==> config.mk <==
export PLATFORM = sky130hd
export DESIGN_NAME = mastermind_judge_flat
export DESIGN_NICKNAME = d
export VERILOG_FILES = /design/src/rtl/mastermind_pkg.sv /design/src/rtl/mastermind_judge_if.sv /design/src/rtl/mastermind_judge_peg_histogram.sv /design/src/rtl/mastermind_judge.sv /design/src/flat_wrapper.sv
export SDC_FILE = /design/constraint.sdc
export NUM_CORES = 1
export LEC_CHECK = 0
export ABC_AREA = 1
export CAP_MARGIN = 30
export CORE_ASPECT_RATIO = 0.9
export CORE_MARGIN = 2
export CORE_UTILIZATION = 42
export CTS_BUF_LIST = sky130_fd_sc_hd__clkbuf_4 sky130_fd_sc_hd__clkbuf_8
export CTS_CLUSTER_SIZE = 25
export DETAILED_ROUTE_END_ITERATION = 6
export HOLD_SLACK_MARGIN = 0.02
export PLACE_DENSITY = 0.75
export SYNTH_ARGS = -nofsm -noshare
export SYNTH_HDL_FRONTEND = slang
export SYNTH_SLANG_ARGS = --single-unit
export TNS_END_PERCENT = 20
==> constraint.sdc <==
create_clock -name clk -period 2.7 [get_ports clk]
set_input_delay 0.27 -clock clk [delete_from_list [all_inputs] [get_ports clk]]
set_output_delay 0.27 -clock clk [all_outputs]
set_load 0.02 [all_outputs]
==> src/rtl/mastermind_pkg.sv <==
// Shared types, defaults and helpers for the Mastermind feedback judge.
package mastermind_pkg;

  localparam int unsigned DEF_NUM_PEGS  = 4;
  localparam int unsigned DEF_COLOR_W   = 3;
  localparam int unsigned DEF_MAX_TURNS = 8;

  typedef enum logic [2:0] {
    IDLE,
    LOAD,
    EXACT,
    COLOR,
    REPORT
  } state_e;

  // Ceiling log2, usable in constant expressions.
  function automatic int unsigned clog2(input int unsigned v);
    int unsigned r;
    r = 0;
    while ((64'(1) << r) < 64'(v)) r++;
    return r;
  endfunction

endpackage

==> src/rtl/mastermind_judge_if.sv <==
// Guess/score handshake between the game top level and the judge.
interface mastermind_judge_if
  import mastermind_pkg::*;
#(
  parameter int unsigned NUM_PEGS  = DEF_NUM_PEGS,
  parameter int unsigned COLOR_W   = DEF_COLOR_W,
  parameter int unsigned MAX_TURNS = DEF_MAX_TURNS
);
  localparam int unsigned CNT_W  = clog2(NUM_PEGS + 1);
  localparam int unsigned TURN_W = clog2(MAX_TURNS + 1);

  logic                          new_game;
  logic                          start;
  logic [NUM_PEGS*COLOR_W-1:0]   guess;
  logic [NUM_PEGS*COLOR_W-1:0]   code;
  logic                          busy;
  logic                          done;
  logic [CNT_W-1:0]              exact;
  logic [CNT_W-1:0]              partial;
  logic [TURN_W-1:0]             turn;
  logic                          win;
  logic                          lose;
  logic                          game_over;

  modport master (
    output new_game, start, guess, code,
    input  busy, done, exact, partial, turn, win, lose, game_over
  );

  modport slave (
    input  new_game, start, guess, code,
    output busy, done, exact, partial, turn, win, lose, game_over
  );
endinterface

==> src/rtl/mastermind_judge_peg_histogram.sv <==
// Per-colour occurrence counters with clear, indexed increment and indexed read.
module peg_histogram #(
  parameter int unsigned COLOR_W = 3,
  parameter int unsigned CNT_W   = 3
) (
  input  logic               clk,
  input  logic               reset,
  input  logic               clr_i,
  input  logic               inc_i,
  input  logic [COLOR_W-1:0] inc_idx_i,
  input  logic [COLOR_W-1:0] rd_idx_i,
  output logic [CNT_W-1:0]   rd_cnt_c_o
);
  localparam int unsigned NUM_COLORS = 1 << COLOR_W;

  logic [CNT_W-1:0] cnt_q [NUM_COLORS];

  always_ff @(posedge clk or posedge reset) begin
    if (reset) begin
      for (int k = 0; k < NUM_COLORS; k++) cnt_q[k] <= '0;
    end else if (clr_i) begin
      for (int k = 0; k < NUM_COLORS; k++) cnt_q[k] <= '0;
    end else if (inc_i) begin
      cnt_q[inc_idx_i] <= cnt_q[inc_idx_i] + CNT_W'(1);
    end
  end

  assign rd_cnt_c_o = cnt_q[rd_idx_i];

endmodule

==> src/rtl/mastermind_judge.sv <==
// Sequential Mastermind scorer: exact pass over pegs, then colour-histogram pass
// for partial matches, plus turn and win/lose bookkeeping.
module mastermind_judge
  import mastermind_pkg::*;
#(
  parameter int unsigned NUM_PEGS  = DEF_NUM_PEGS,
  parameter int unsigned COLOR_W   = DEF_COLOR_W,
  parameter int unsigned MAX_TURNS = DEF_MAX_TURNS
) (
  input logic               clk,
  input logic               reset,
  mastermind_judge_if.slave jif
);
  localparam int unsigned NUM_COLORS = 1 << COLOR_W;
  localparam int unsigned CNT_W      = clog2(NUM_PEGS + 1);
  localparam int unsigned TURN_W     = clog2(MAX_TURNS + 1);
  localparam int unsigned IDX_W      = (NUM_PEGS > 1) ? clog2(NUM_PEGS) : 1;

  state_e             state_q;
  logic [COLOR_W-1:0] g_q [NUM_PEGS];
  logic [COLOR_W-1:0] c_q [NUM_PEGS];
  logic [IDX_W-1:0]   peg_idx_q;
  logic [COLOR_W-1:0] col_idx_q;
  logic [CNT_W-1:0]   exact_acc_q;
  logic [CNT_W-1:0]   partial_acc_q;
  logic [CNT_W-1:0]   exact_q;
  logic [CNT_W-1:0]   partial_q;
  logic [TURN_W-1:0]  turn_q;
  logic               busy_q;
  logic               done_q;
  logic               win_q;
  logic               lose_q;
  logic               game_over_q;

  logic [COLOR_W-1:0] g_peg_c;
  logic [COLOR_W-1:0] c_peg_c;
  logic               peg_match_c;
  logic               hist_clr_c;
  logic               hist_inc_c;
  logic [CNT_W-1:0]   hg_cnt_c;
  logic [CNT_W-1:0]   hc_cnt_c;
  logic [CNT_W-1:0]   min_c;
  logic [TURN_W-1:0]  turn_d;
  logic               win_d;
  logic               lose_d;

  assign g_peg_c     = g_q[peg_idx_q];
  assign c_peg_c     = c_q[peg_idx_q];
  assign peg_match_c = (g_peg_c == c_peg_c);
  assign hist_clr_c  = (state_q == LOAD);
  // Only unmatched pegs feed the histograms, so partials exclude exact hits.
  assign hist_inc_c  = (state_q == EXACT) && !peg_match_c && !jif.new_game;
  assign min_c       = (hg_cnt_c < hc_cnt_c) ? hg_cnt_c : hc_cnt_c;

  assign turn_d = (turn_q == TURN_W'(MAX_TURNS)) ? turn_q : turn_q + TURN_W'(1);
  assign win_d  = (exact_acc_q == CNT_W'(NUM_PEGS));
  assign lose_d = !win_d && (turn_q + TURN_W'(1) == TURN_W'(MAX_TURNS));

  peg_histogram #(.COLOR_W(COLOR_W), .CNT_W(CNT_W)) u_hist_g (
    .clk        (clk),
    .reset      (reset),
    .clr_i      (hist_clr_c),
    .inc_i      (hist_inc_c),
    .inc_idx_i  (g_peg_c),
    .rd_idx_i   (col_idx_q),
    .rd_cnt_c_o (hg_cnt_c)
  );

  peg_histogram #(.COLOR_W(COLOR_W), .CNT_W(CNT_W)) u_hist_c (
    .clk        (clk),
    .reset      (reset),
    .clr_i      (hist_clr_c),
    .inc_i      (hist_inc_c),
    .inc_idx_i  (c_peg_c),
    .rd_idx_i   (col_idx_q),
    .rd_cnt_c_o (hc_cnt_c)
  );

  always_ff @(posedge clk or posedge reset) begin
    if (reset) begin
      state_q       <= IDLE;
      for (int p = 0; p < NUM_PEGS; p++) begin
        g_q[p] <= '0;
        c_q[p] <= '0;
      end
      peg_idx_q     <= '0;
      col_idx_q     <= '0;
      exact_acc_q   <= '0;
      partial_acc_q <= '0;
      exact_q       <= '0;
      partial_q     <= '0;
      turn_q        <= '0;
      busy_q        <= 1'b0;
      done_q        <= 1'b0;
      win_q         <= 1'b0;
      lose_q        <= 1'b0;
      game_over_q   <= 1'b0;
    end else begin
      done_q <= 1'b0;
      if (jif.new_game) begin
        state_q     <= IDLE;
        busy_q      <= 1'b0;
        exact_q     <= '0;
        partial_q   <= '0;
        turn_q      <= '0;
        win_q       <= 1'b0;
        lose_q      <= 1'b0;
        game_over_q <= 1'b0;
      end else begin
        case (state_q)
          IDLE: begin
            if (jif.start && !game_over_q) begin
              state_q <= LOAD;
              busy_q  <= 1'b1;
            end
          end
          LOAD: begin
            for (int p = 0; p < NUM_PEGS; p++) begin
              g_q[p] <= jif.guess[p*COLOR_W +: COLOR_W];
              c_q[p] <= jif.code[p*COLOR_W +: COLOR_W];
            end
            peg_idx_q     <= '0;
            col_idx_q     <= '0;
            exact_acc_q   <= '0;
            partial_acc_q <= '0;
            state_q       <= EXACT;
          end
          EXACT: begin
            if (peg_match_c) exact_acc_q <= exact_acc_q + CNT_W'(1);
            if (peg_idx_q == IDX_W'(NUM_PEGS - 1)) state_q <= COLOR;
            else peg_idx_q <= peg_idx_q + IDX_W'(1);
          end
          COLOR: begin
            partial_acc_q <= partial_acc_q + min_c;
            if (col_idx_q == COLOR_W'(NUM_COLORS - 1)) state_q <= REPORT;
            else col_idx_q <= col_idx_q + COLOR_W'(1);
          end
          REPORT: begin
            done_q      <= 1'b1;
            exact_q     <= exact_acc_q;
            partial_q   <= partial_acc_q;
            turn_q      <= turn_d;
            win_q       <= win_d;
            lose_q      <= lose_d;
            game_over_q <= win_d | lose_d;
            busy_q      <= 1'b0;
            state_q     <= IDLE;
          end
          default: begin
            state_q <= IDLE;
            busy_q  <= 1'b0;
          end
        endcase
      end
    end
  end

  assign jif.busy      = busy_q;
  assign jif.done      = done_q;
  assign jif.exact     = exact_q;
  assign jif.partial   = partial_q;
  assign jif.turn      = turn_q;
  assign jif.win       = win_q;
  assign jif.lose      = lose_q;
  assign jif.game_over = game_over_q;

endmodule

==> src/flat_wrapper.sv <==
// flat-port wrapper written by rule: the top's interface ports become plain ports
module mastermind_judge_flat import mastermind_pkg::*;
#(
  parameter int unsigned NUM_PEGS  = DEF_NUM_PEGS,
  parameter int unsigned COLOR_W   = DEF_COLOR_W,
  parameter int unsigned MAX_TURNS = DEF_MAX_TURNS
)
  (clk, reset, jif_new_game, jif_start, jif_guess, jif_code, jif_busy, jif_done, jif_exact, jif_partial, jif_turn, jif_win, jif_lose, jif_game_over);
  mastermind_judge_if #(.NUM_PEGS(NUM_PEGS), .COLOR_W(COLOR_W), .MAX_TURNS(MAX_TURNS)) jif_i ();
  input logic clk;
  input logic reset;
  input wire logic [$bits(jif_i.new_game)-1:0] jif_new_game;
  input wire logic [$bits(jif_i.start)-1:0] jif_start;
  input wire logic [$bits(jif_i.guess)-1:0] jif_guess;
  input wire logic [$bits(jif_i.code)-1:0] jif_code;
  output wire logic [$bits(jif_i.busy)-1:0] jif_busy;
  output wire logic [$bits(jif_i.done)-1:0] jif_done;
  output wire logic [$bits(jif_i.exact)-1:0] jif_exact;
  output wire logic [$bits(jif_i.partial)-1:0] jif_partial;
  output wire logic [$bits(jif_i.turn)-1:0] jif_turn;
  output wire logic [$bits(jif_i.win)-1:0] jif_win;
  output wire logic [$bits(jif_i.lose)-1:0] jif_lose;
  output wire logic [$bits(jif_i.game_over)-1:0] jif_game_over;
  assign jif_i.new_game = jif_new_game;
  assign jif_i.start = jif_start;
  assign jif_i.guess = jif_guess;
  assign jif_i.code = jif_code;
  assign jif_busy = jif_i.busy;
  assign jif_done = jif_i.done;
  assign jif_exact = jif_i.exact;
  assign jif_partial = jif_i.partial;
  assign jif_turn = jif_i.turn;
  assign jif_win = jif_i.win;
  assign jif_lose = jif_i.lose;
  assign jif_game_over = jif_i.game_over;
  mastermind_judge #(.NUM_PEGS(NUM_PEGS), .COLOR_W(COLOR_W), .MAX_TURNS(MAX_TURNS)) u_core (.clk(clk), .reset(reset), .jif(jif_i));
endmodule
---- After elaboration in Yosys (flattened, before gate mapping) ----
Index checks and enable logic that the tools add are counted.
word-level totals
  register bits after elaboration ......... 101
  latch bits .............................. 0
  RAM bits ................................ 0
  bits in read-only memories .............. 0
  input port bits ......................... 28
  output and inout bits ................... 15
  logic and storage cells ................. 158
  memories ................................ 0
cells by class
  $add $sub $neg .......................... 7
  $mul .................................... 0
  div/mod/pow operators ................... 0
  order comparisons ....................... 7
  eq/ne operators ......................... 18
  shifts and indexed selects .............. 0
  mux-type cells .......................... 59
  bitwise gates (word level) .............. 6
  reductions and logical operators ........ 24
operators by type and width
  kind                                                                           number
  24-bit 2-to-1 mux                                                              4
  3-bit 2-to-1 mux                                                               25
  24-bit bitwise mux                                                             2
  3-bit binary-select mux with 3-bit select                                      4
  3-bit demux with 3-bit select                                                  2
  3-bit one-hot mux with 2 select lines                                          3
  3-bit by 1-bit adder with 3-bit output (second input constant)                 4
  3-bit binary-select mux with 2-bit select                                      2
  4-bit greater-or-equal comparator (second input constant)                      3
  4-bit 2-to-1 mux                                                               3
  3-bit NOT with 4-bit output                                                    3
  3-bit one-hot mux with 4 select lines                                          1
  3-bit AND reduction                                                            4
  1-bit 2-to-1 mux                                                               10
  3-bit == test (second input constant)                                          3
  4-bit == test (second input constant)                                          2
  4-bit by 1-bit less-than comparator with 1-bit output (second input constant)  2
  2-bit AND reduction                                                            4
  2-bit nonzero test                                                             4
  3-bit by 2-bit == test with 1-bit output (second input constant)               2
  1-bit logical AND                                                              6
  2-bit inequality test (second input constant)                                  3
  3-bit by 2-bit inequality test with 1-bit output (second input constant)       2
  4-bit by 1-bit adder with 4-bit output (second input constant)                 1
  18 further kinds                                                               22

---- Longest topological paths before layout ----
  depth in word-level cells ............... 12
  mapped depth ............................ 20
  gate-level depth less buffers ........... 19

---- Modules after synthesis ----
From an unflattened synthesis, not the netlist that was laid out.
second synthesis, totals
  cells, all modules ...................... 820
  area total of the unflattened synthesis .. 5886.9 µm²
by module, submodules not included
  module            times used  cells an instance  area each (µm²)  seq. area each (µm²)
  peg_histogram     2           230                1557.7           600.6
  mastermind_judge  1           360                2771.4           1326.3

---- Least setup slack after synthesis ----
OpenSTA, ideal clock, no wires.
  path type ............................... register to register
  from .................................... register u_core.col_idx_q[0]
  to ...................................... register u_core.partial_acc_q[2]
  setup time .............................. 117 ps
  arrival time ............................ 2851 ps
  data required time ...................... 2583 ps
  path slack .............................. -267 ps
  cell stages (with the launch flop) ...... 19
  path buffers ............................ 2
  period minus slack after synthesis ...... 2967 ps
  cells stage by stage .................... dfrtp_1 clkbuf_1 clkbuf_1 o21ai_0 o22ai_1 nor2_1 a31oi_1 ha_1 nand3_1 nand2_1 o21ai_0 ha_1 inv_1 fa_1 xor2_1 nand3b_1 nand2_1 nand2_1 nand2_1
between the ends
  word-level cells in the longest chain between the ends .. 8
  elaborated cells on any way between the ends .. 11
RTL lines
  what                                                  RTL line                              RTL
  start, declared                                       mastermind_judge.sv:23                logic [COLOR_W-1:0] col_idx_q;
  start signal, assigned                                mastermind_judge.sv:136               else col_idx_q <= col_idx_q + COLOR_W'(1);
  3-bit NOT with 4-bit output (not written as such) *   mastermind_judge_peg_histogram.sv:28  assign rd_cnt_c_o = cnt_q[rd_idx_i];
  3-bit binary-select mux with 3-bit select             mastermind_judge_peg_histogram.sv:28
  3-bit 2-to-1 mux (not written as such) (2 in series)  mastermind_judge_peg_histogram.sv:28
  3-bit less-than comparator                            mastermind_judge.sv:53                assign min_c = (hg_cnt_c < hc_cnt_c) ? hg_cnt_c : hc_cnt_c;
  3-bit 2-to-1 mux *                                    mastermind_judge.sv:53
  3-bit adder *                                         mastermind_judge.sv:134               partial_acc_q <= partial_acc_q + min_c;
  3-bit one-hot mux with 2 select lines *               mastermind_judge.sv:110               case (state_q)
  end signal, assigned                                  mastermind_judge.sv:134
  end, declared                                         mastermind_judge.sv:25                logic [CNT_W-1:0] partial_acc_q;
Mark *: on every way between the ends. The rest lies on a longest branch, timed or not. The select of a mux whose other input is x is not followed.
A chain may end at the register's enable or synchronous reset.

---- Final worst setup path ----
Ends and elaborated chain as after synthesis.

==> flow_summary.toml <==
[drt]
routed_wl_um = 15900
drt_first_pass_iters = 5
dr_total_vias = 5684
viasPerCell = 5.18
postRouteAntennaNets = 0
drcViolationCount = 0
drt_iter0_drc = 545
wire_per_inst_um = 14.4

[sta]
maxClockFrequency_ghz = 0.344
tightest_slew_ns = 0.679
setup_viol = 1
relSlewSlack_pct = 54.7
rsz0062_at_grt = "true"
final_hold_viol_count = 0
setup_slack_ns = -0.206
fin_crit_sh_pct = 108
skew_ns = 0.0175
drv_slew = 0
fin_crit_ns = 2.91

[yosys]
synth_xor_area_share_pct = 0.840
synth_area_sq_mm = 0.00611
synth_fa_ha_area_share_pct = 2.79
yosys_warnings = 0
synth-main-ff-cell = "dfrtp_1"
ys_async_sr_fraction_pct = 100
syn_nets = 842
ys_seq_area_share_pct = 41.4
yosys.area_share.simple_pct = 39.4
synth_top_family_by_area = "simple AND/OR/NAND/NOR gates"
avgSynthCellArea_sq_um = 7.62
syn_inst = 801
synth_cell_types = 42
ys_ff_latch = 101
synth_mux_area_share_pct = 0
synth_compound_area_share_pct = 8.26
synth_edf_count = 0

[grt]
grt_busiest_layer = "met2"
use_met2_pct = 32.9
grt_pass1_wl_um = 26300
grt.met3_usage_pct = 5.43
grt_max_degree = 39
grt.total_usage_pct = 21.5
met1_usage_pct = 30.4
antenna_found_initial = 0
overflow = 0
grt_pass1_vias = 5403

[clock_tree]
postCtsHoldBufs = 0
htree_levels = 3
cts_root_buf = "clkbuf_8"
cts_made_buffers = 9
cts.sinks = 101
clk_pin_slew_ns = 0.11
cts_tree = "built"
insertion_delay_ns = 0.40
clk_path_buf_depth = 2

[layout]
drive_above_1_share_pct = 20.7
final_util_pct = 53.7
final_cell_mix = "292 x nand2_1, 97 x dfrtp_1, 63 x inv_1, 63 x buf_4, 56 x nand3_1"
insertedDiodeCount = 0
fill_cells = 1326
layout_commonest_cell = "nand2_1"
fin_area_sq_mm = 0.00757
regArea_sq_mm = 0.00253
multi_input_area_sq_mm = 0.00329
area_delta_synth_final_pct = 24.0
finalNetCount = 941

[floorplanning]
fp.dieW_um = 131
ios = 43
die_h_um = 118
die_area_sq_mm = 0.0155
initial_core_util_pct = 43.3
core_region_area_sq_mm = 0.0141
rows = 41

[run_status]
status = "finished, violations left"
violations = "negative setup slack"

[worst_setup_path]
rrSetupSlack_ns = -0.21
worstPathArrival_ns = 3.25
required_ns = 3.04
cp-start-kind = "flip-flop"
critPathKind = "reg -> reg"
end_kind = "flip-flop"
crit_fanout = 8

[power]
vdd_drop_max_mv = 0.693
p_per_area_mw_per_mm2 = 1280
p_leak_nw = 3.93

[placement]
io_buffers = 42
post_dp_cell_area_sq_mm = 0.00706
hpwl_um = 11800
place_congestion = 0.963

[hold_path]
hp-class = "in -> async"

[run]
cap_violations = 0
[state kept, by name, indices dropped and copies added, names as in the netlist, 2 cells and up]
register               cells
u_core.u_hist_c.cnt_q     24
u_core.peg_idx_q           2
u_core.jif.turn            4
u_core.c_q                12
u_core.col_idx_q           3
u_core.partial_acc_q       3
u_core.jif.partial         3
u_core.state_q             3
u_core.exact_acc_q         3
u_core.g_q                12
u_core.jif.exact           3
u_core.u_hist_g.cnt_q     24
[final cells by class]
cell class | instances | share of cell area, %
well taps | 193 | 3.19
multi-input cells | 598 | 43.4
clock inverters | 6 | 1.01
repair buffers | 114 | 13.2
inverters | 76 | 4.03
clock buffers | 10 | 1.74
flip-flops and latches | 101 | 33.4
[metal layers]
layer	up-vias	routed length, um
li1	2782	-
met1	2671	7240
met2	210	7240
met3	21	1160
met4	0	221
met5	-	0
[worst max-delay path, cell delays in order (launching register included)]
cell and delay, ns:
dfrtp_2 0.47, buf_6 0.16, buf_6 0.13, nor2_4 0.08, o22ai_2 0.06, nor2_1 0.16
a31oi_2 0.09, ha_4 0.31, nand3_2 0.06, nand2_2 0.08, nand2_1 0.07, o21ai_2 0.06
ha_2 0.18, inv_2 0.04, fa_2 0.39, xor2_2 0.16, nand3b_1 0.17, nand2_1 0.06
nand2_1 0.05, nand2_1 0.07
[cell usage after synthesis, types with 3 or more instances]
| master | n | area (sq um) |
|---|---|---|
| dfrtp_1 | 101 | 2530 |
| nand3_2 | 13 | 130 |
| xor2_1 | 4 | 35.0 |
| buf_2 | 3 | 15.0 |
| nor2_1 | 54 | 203 |
| nor2_8 | 8 | 160 |
| nand4_1 | 22 | 138 |
| nor2_4 | 12 | 135 |
| buf_4 | 3 | 22.5 |
| nand3_4 | 3 | 52.6 |
| o22ai_1 | 12 | 75.1 |
| ha_1 | 12 | 150 |
| nand2_2 | 8 | 50.1 |
| nand3_1 | 57 | 285 |
| nand2_4 | 6 | 67.6 |
| inv_2 | 6 | 22.5 |
| o21ai_0 | 53 | 265 |
| a21oi_1 | 17 | 85.1 |
| inv_1 | 68 | 255 |
| nand2_1 | 296 | 1110 |
| nand3b_1 | 3 | 22.5 |
| clkbuf_1 | 15 | 56.3 |
[kinds of logic after synthesis]
family / count (synthesis)
simple gates: 487
buf+inv: 102
flops: 101
compound gates: 93
fa+ha+maj: 13
xor+xnor: 5
[worst paths after layout]
kind,startpoint,cells after the start,endpoint
setup / recovery,u_core.col_idx_q[0]$_DFFE_PP0P_,19,u_core.partial_acc_q[2]$_DFFE_PP0P_
hold / removal,reset,2,u_core.peg_idx_q[0]$_DFFE_PP0P_
setup reg to reg,u_core.col_idx_q[0]$_DFFE_PP0P_,19,u_core.partial_acc_q[2]$_DFFE_PP0P_
hold reg to reg,u_core.c_q[4]$_DFFE_PP0P_,2,u_core.c_q[4]$_DFFE_PP0P_
max in group asynchronous,reset,3,u_core.jif.partial[1]$_DFFE_PP0P_
min in group clk,jif_code[10],3,u_core.c_q[1]$_DFFE_PP0P_
[power by group]
group          switching (W)  internal [W]
clock               0.000575      0.000456
sequential          0.000362       0.00193
combinational        0.00403       0.00236
total                0.00497       0.00474
[timing repair]
item	in CTS	in global routing
pin swaps	7	20
resized for setup	20	44
cloned	2	0
setup buffers	4	8
setup endpoints to repair	2	27
[per-stage QoR]
step / cells / hold WS, ns / setup TNS, ns / power, W / setup WS, ns
6_report: 1098 / 0.296 / -0.206 / 0.00971 / -0.206
5_1_grt: 1098 / 0.346 / -0.498 / 0.0105 / -0.369
4_1_cts: 1090 / 0.324 / -0.0872 / 0.00923 / -0.0872
3_5_place_dp: 1068 / 0.458 / -0.342 / 0.00795 / -0.294
3_3_place_gp: 1068 / 0.455 / -0.178 / 0.00787 / -0.178
2_1_floorplan: 801 / 0.387 / -0.197 / 0.00622 / -0.197
Note: power is estimated with default switching activity, not from simulation.
==> edit, RTL diff (same settings) <==
The 5 states of `state_e` get a one-hot encoding in 5 bits.
--- a/src/rtl/mastermind_pkg.sv
+++ b/src/rtl/mastermind_pkg.sv
@@ -6,10 +6,10 @@
   localparam int unsigned DEF_MAX_TURNS = 8;
 
-  typedef enum logic [2:0] {
-    IDLE,
-    LOAD,
-    EXACT,
-    COLOR,
-    REPORT
+  typedef enum logic [4:0] {
+    IDLE   = 5'b00001,
+    LOAD   = 5'b00010,
+    EXACT  = 5'b00100,
+    COLOR  = 5'b01000,
+    REPORT = 5'b10000
   } state_e;
 
Check against the original RTL: no difference found for any inputs over 10 cycles, from zero or initial values and one cycle with reset high; not proved beyond that.
==> edit against the unedited design <==
  * The run still ends with setup timing left
  * Total power is 16% lower
  * Combinational power is 23% lower
  * Routed wire length is 2.1% lower
  * Die area is 2.4% lower
  * Synthesized area is 2.5% lower
  * Cell count is 2.3% higher
  * Worst setup slack better by 0.076 ns
  * Global-route usage is 0.21 points higher
  * First-iteration DRC count is 4.0% higher
  * Sequential cell count is 2 higher
  * Non-clock buffer count is 12 higher
  * Design area is 0.17% higher
  * Critical path type unchanged
  * Largest cell class unchanged
==> edit: results (changes against the unedited design) <==
[run_status]
status=finished, violations left
violations=setup timing

[finish]
num_antenna_cells=0  ; unchanged
nets=967  ; +2.8%
drive_gt1_share_pct=18.71  ; -2.0 points
fill_cells=1329  ; +0.23%

[placement]
dp.final_hpwl_mm=11.23  ; -4.6%
dp_slack_ns=-0.2587  ; +0.03524 ns
gp_congestion=0.9355  ; -2.8%
io_buffer_count=42  ; unchanged

[timing]
relSlewSlack_pct=59.24  ; +4.6 points
setup_ws_ns=-0.1299  ; +0.07598 ns
skew_ns=0.01324  ; -0.004285 ns
setup_viol=2  ; +1

[power_and_ir_drop]
power.leakage_uw=0.003879  ; -1.2%
swShare_pct=44.94  ; -6.2 points
p_int_uw=4477  ; -5.6%
vdd_drop_max_v=0.0005622  ; -19%
pwr-share-clk_pct=14.7  ; +4.1 points
pg_seq_uw=2050  ; -10%

[synth]
synth.net_count=864  ; +2.6%
synth_top_cells_by_count=nand2_1 (271), nand3_1 (107), dfrtp_1 (102), inv_1 (68), nor2_1 (65)
netlist-cell-type-count=36  ; -14%
seq_area_frac_synth_pct=43.33  ; +1.9 points
synth.area.top_cells=dfrtp_1 (43%), nand2_1 (17%), nand3_1 (9.0%)

[drt]
vias_per_cell=5.231  ; +1.0%
wire_per_inst_um=13.83  ; -4.3%
drtIter0Drc=567  ; +4.0%

[worst_setup_path]
crit_fanout=13  ; +5
crit_arrival_ns=3.11  ; -0.14 ns
slowest_delay_ns=0.47  ; about the same

[grt]
gr-usage-all-layers_pct=21.67  ; +0.21 points
grt_pass1_vias=5313  ; -1.7%
grt_max_degree=80  ; +110%
grt_pass1_wl_mm=25.83  ; -1.7%

[clock_network]
clk_path_buf_depth=2  ; unchanged
cts-root-buf=clkbuf_8

edit: cell types whose count changed in the layout (fill, tap and decap cells not counted), sizes merged, moves of 3 or more:
| cell | change |
|---|---|
| nand3 | +35 |
| buf | +12 |
| nand4 | +12 |
| a22oi | +5 |
| o22ai | -5 |
| nand3b | -3 |
| nor2 | -10 |
| inv | -4 |
| nor3 | +7 |
| nand2 | -27 |
edit: final cells by class:
| type | count | area [um^2] | share of cell area [%] |
|---|---|---|---|
| Inverter | 73 | 282.8 | 3.729 |
| Tap cell | 193 | 241.5 | 3.184 |
| Multi-Input combinational cell | 613 | 3110 | 41.02 |
| Clock inverter | 5 | 103.9 | 1.369 |
| Clock buffer | 10 | 137.6 | 1.815 |
| Sequential cell | 103 | 2581 | 34.04 |
| Timing Repair Buffer | 126 | 1126 | 14.85 |
edit: logic make-up (layout without fill, tap and decap cells):
kind of cell / after synthesis / in the layout / share of synthesized area [%]
DFF: 103 / 103 / 43.33
AOI/OAI and AO/OA: 94 / 94 / 8.850
adders and majority gates: 13 / 13 / 2.859
and+or+nand+nor: 503 / 503 / 36.72
buffers and inverters: 107 / 214 / 7.799
xor gates and xnor gates: 3 / 3 / 0.4415
edit: worst register-to-register path, delay by kind of cell (launching register included):
family / cells / cell delay [ns]
fa+ha+maj: 3 / 0.92
simple gates: 6 / 0.55
flops: 1 / 0.47
compound gates: 5 / 0.44
buf+inv: 2 / 0.20
xor+xnor: 1 / 0.15
edit: path summary, 6_finish.rpt:
path | end | slack, ns | depth (start not counted) | start
min in group clk | u_core.c_q[5] | 0.41 | 3 | jif_code[8]
setup reg to reg | u_core.partial_acc_q[2] | -0.13 | 17 | u_core.col_idx_q[0]
hold reg to reg | u_core.c_q[6] | 0.48 | 2 | u_core.c_q[6]
max in group asynchronous | u_core.col_idx_q[0] | 1.64 | 3 | reset
hold / removal | u_core.g_q[5] | 0.26 | 2 | reset
setup / recovery | u_core.partial_acc_q[2] | -0.13 | 17 | u_core.col_idx_q[0]
edit: repair_timing:
action	4_1_cts	5_1_grt
gates resized for setup	17	55
pin swaps	8	18
setup endpoints to repair	24	34
cloned	2	0
endpoints found under the hold margin	0	0
buffers inserted	3	3
edit: per-layer routing:
layer,share of wire (%),global-route usage [%]
met1,47,31.85
met2,44,32.56
met3,7.1,4.364
met4,1.5,6.452
met5,0,0
edit: through the flow:
| step | TNS [ns] | std cells | utilization [%] | instance area, um^2 |
|---|---|---|---|---|
| after CTS | -0.09713 | 1120 | 52.91 | 7382 |
| after global placement | -0.1134 | 1100 | 50.64 | 7066 |
| final | -0.1563 | 1123 | 54.35 | 7584 |
| after detailed placement | -0.3247 | 1100 | 50.64 | 7066 |
| after floorplan | -0.3021 | 823 | - | 5957 |
| after global routing | -0.6322 | 1123 | 54.35 | 7584 |
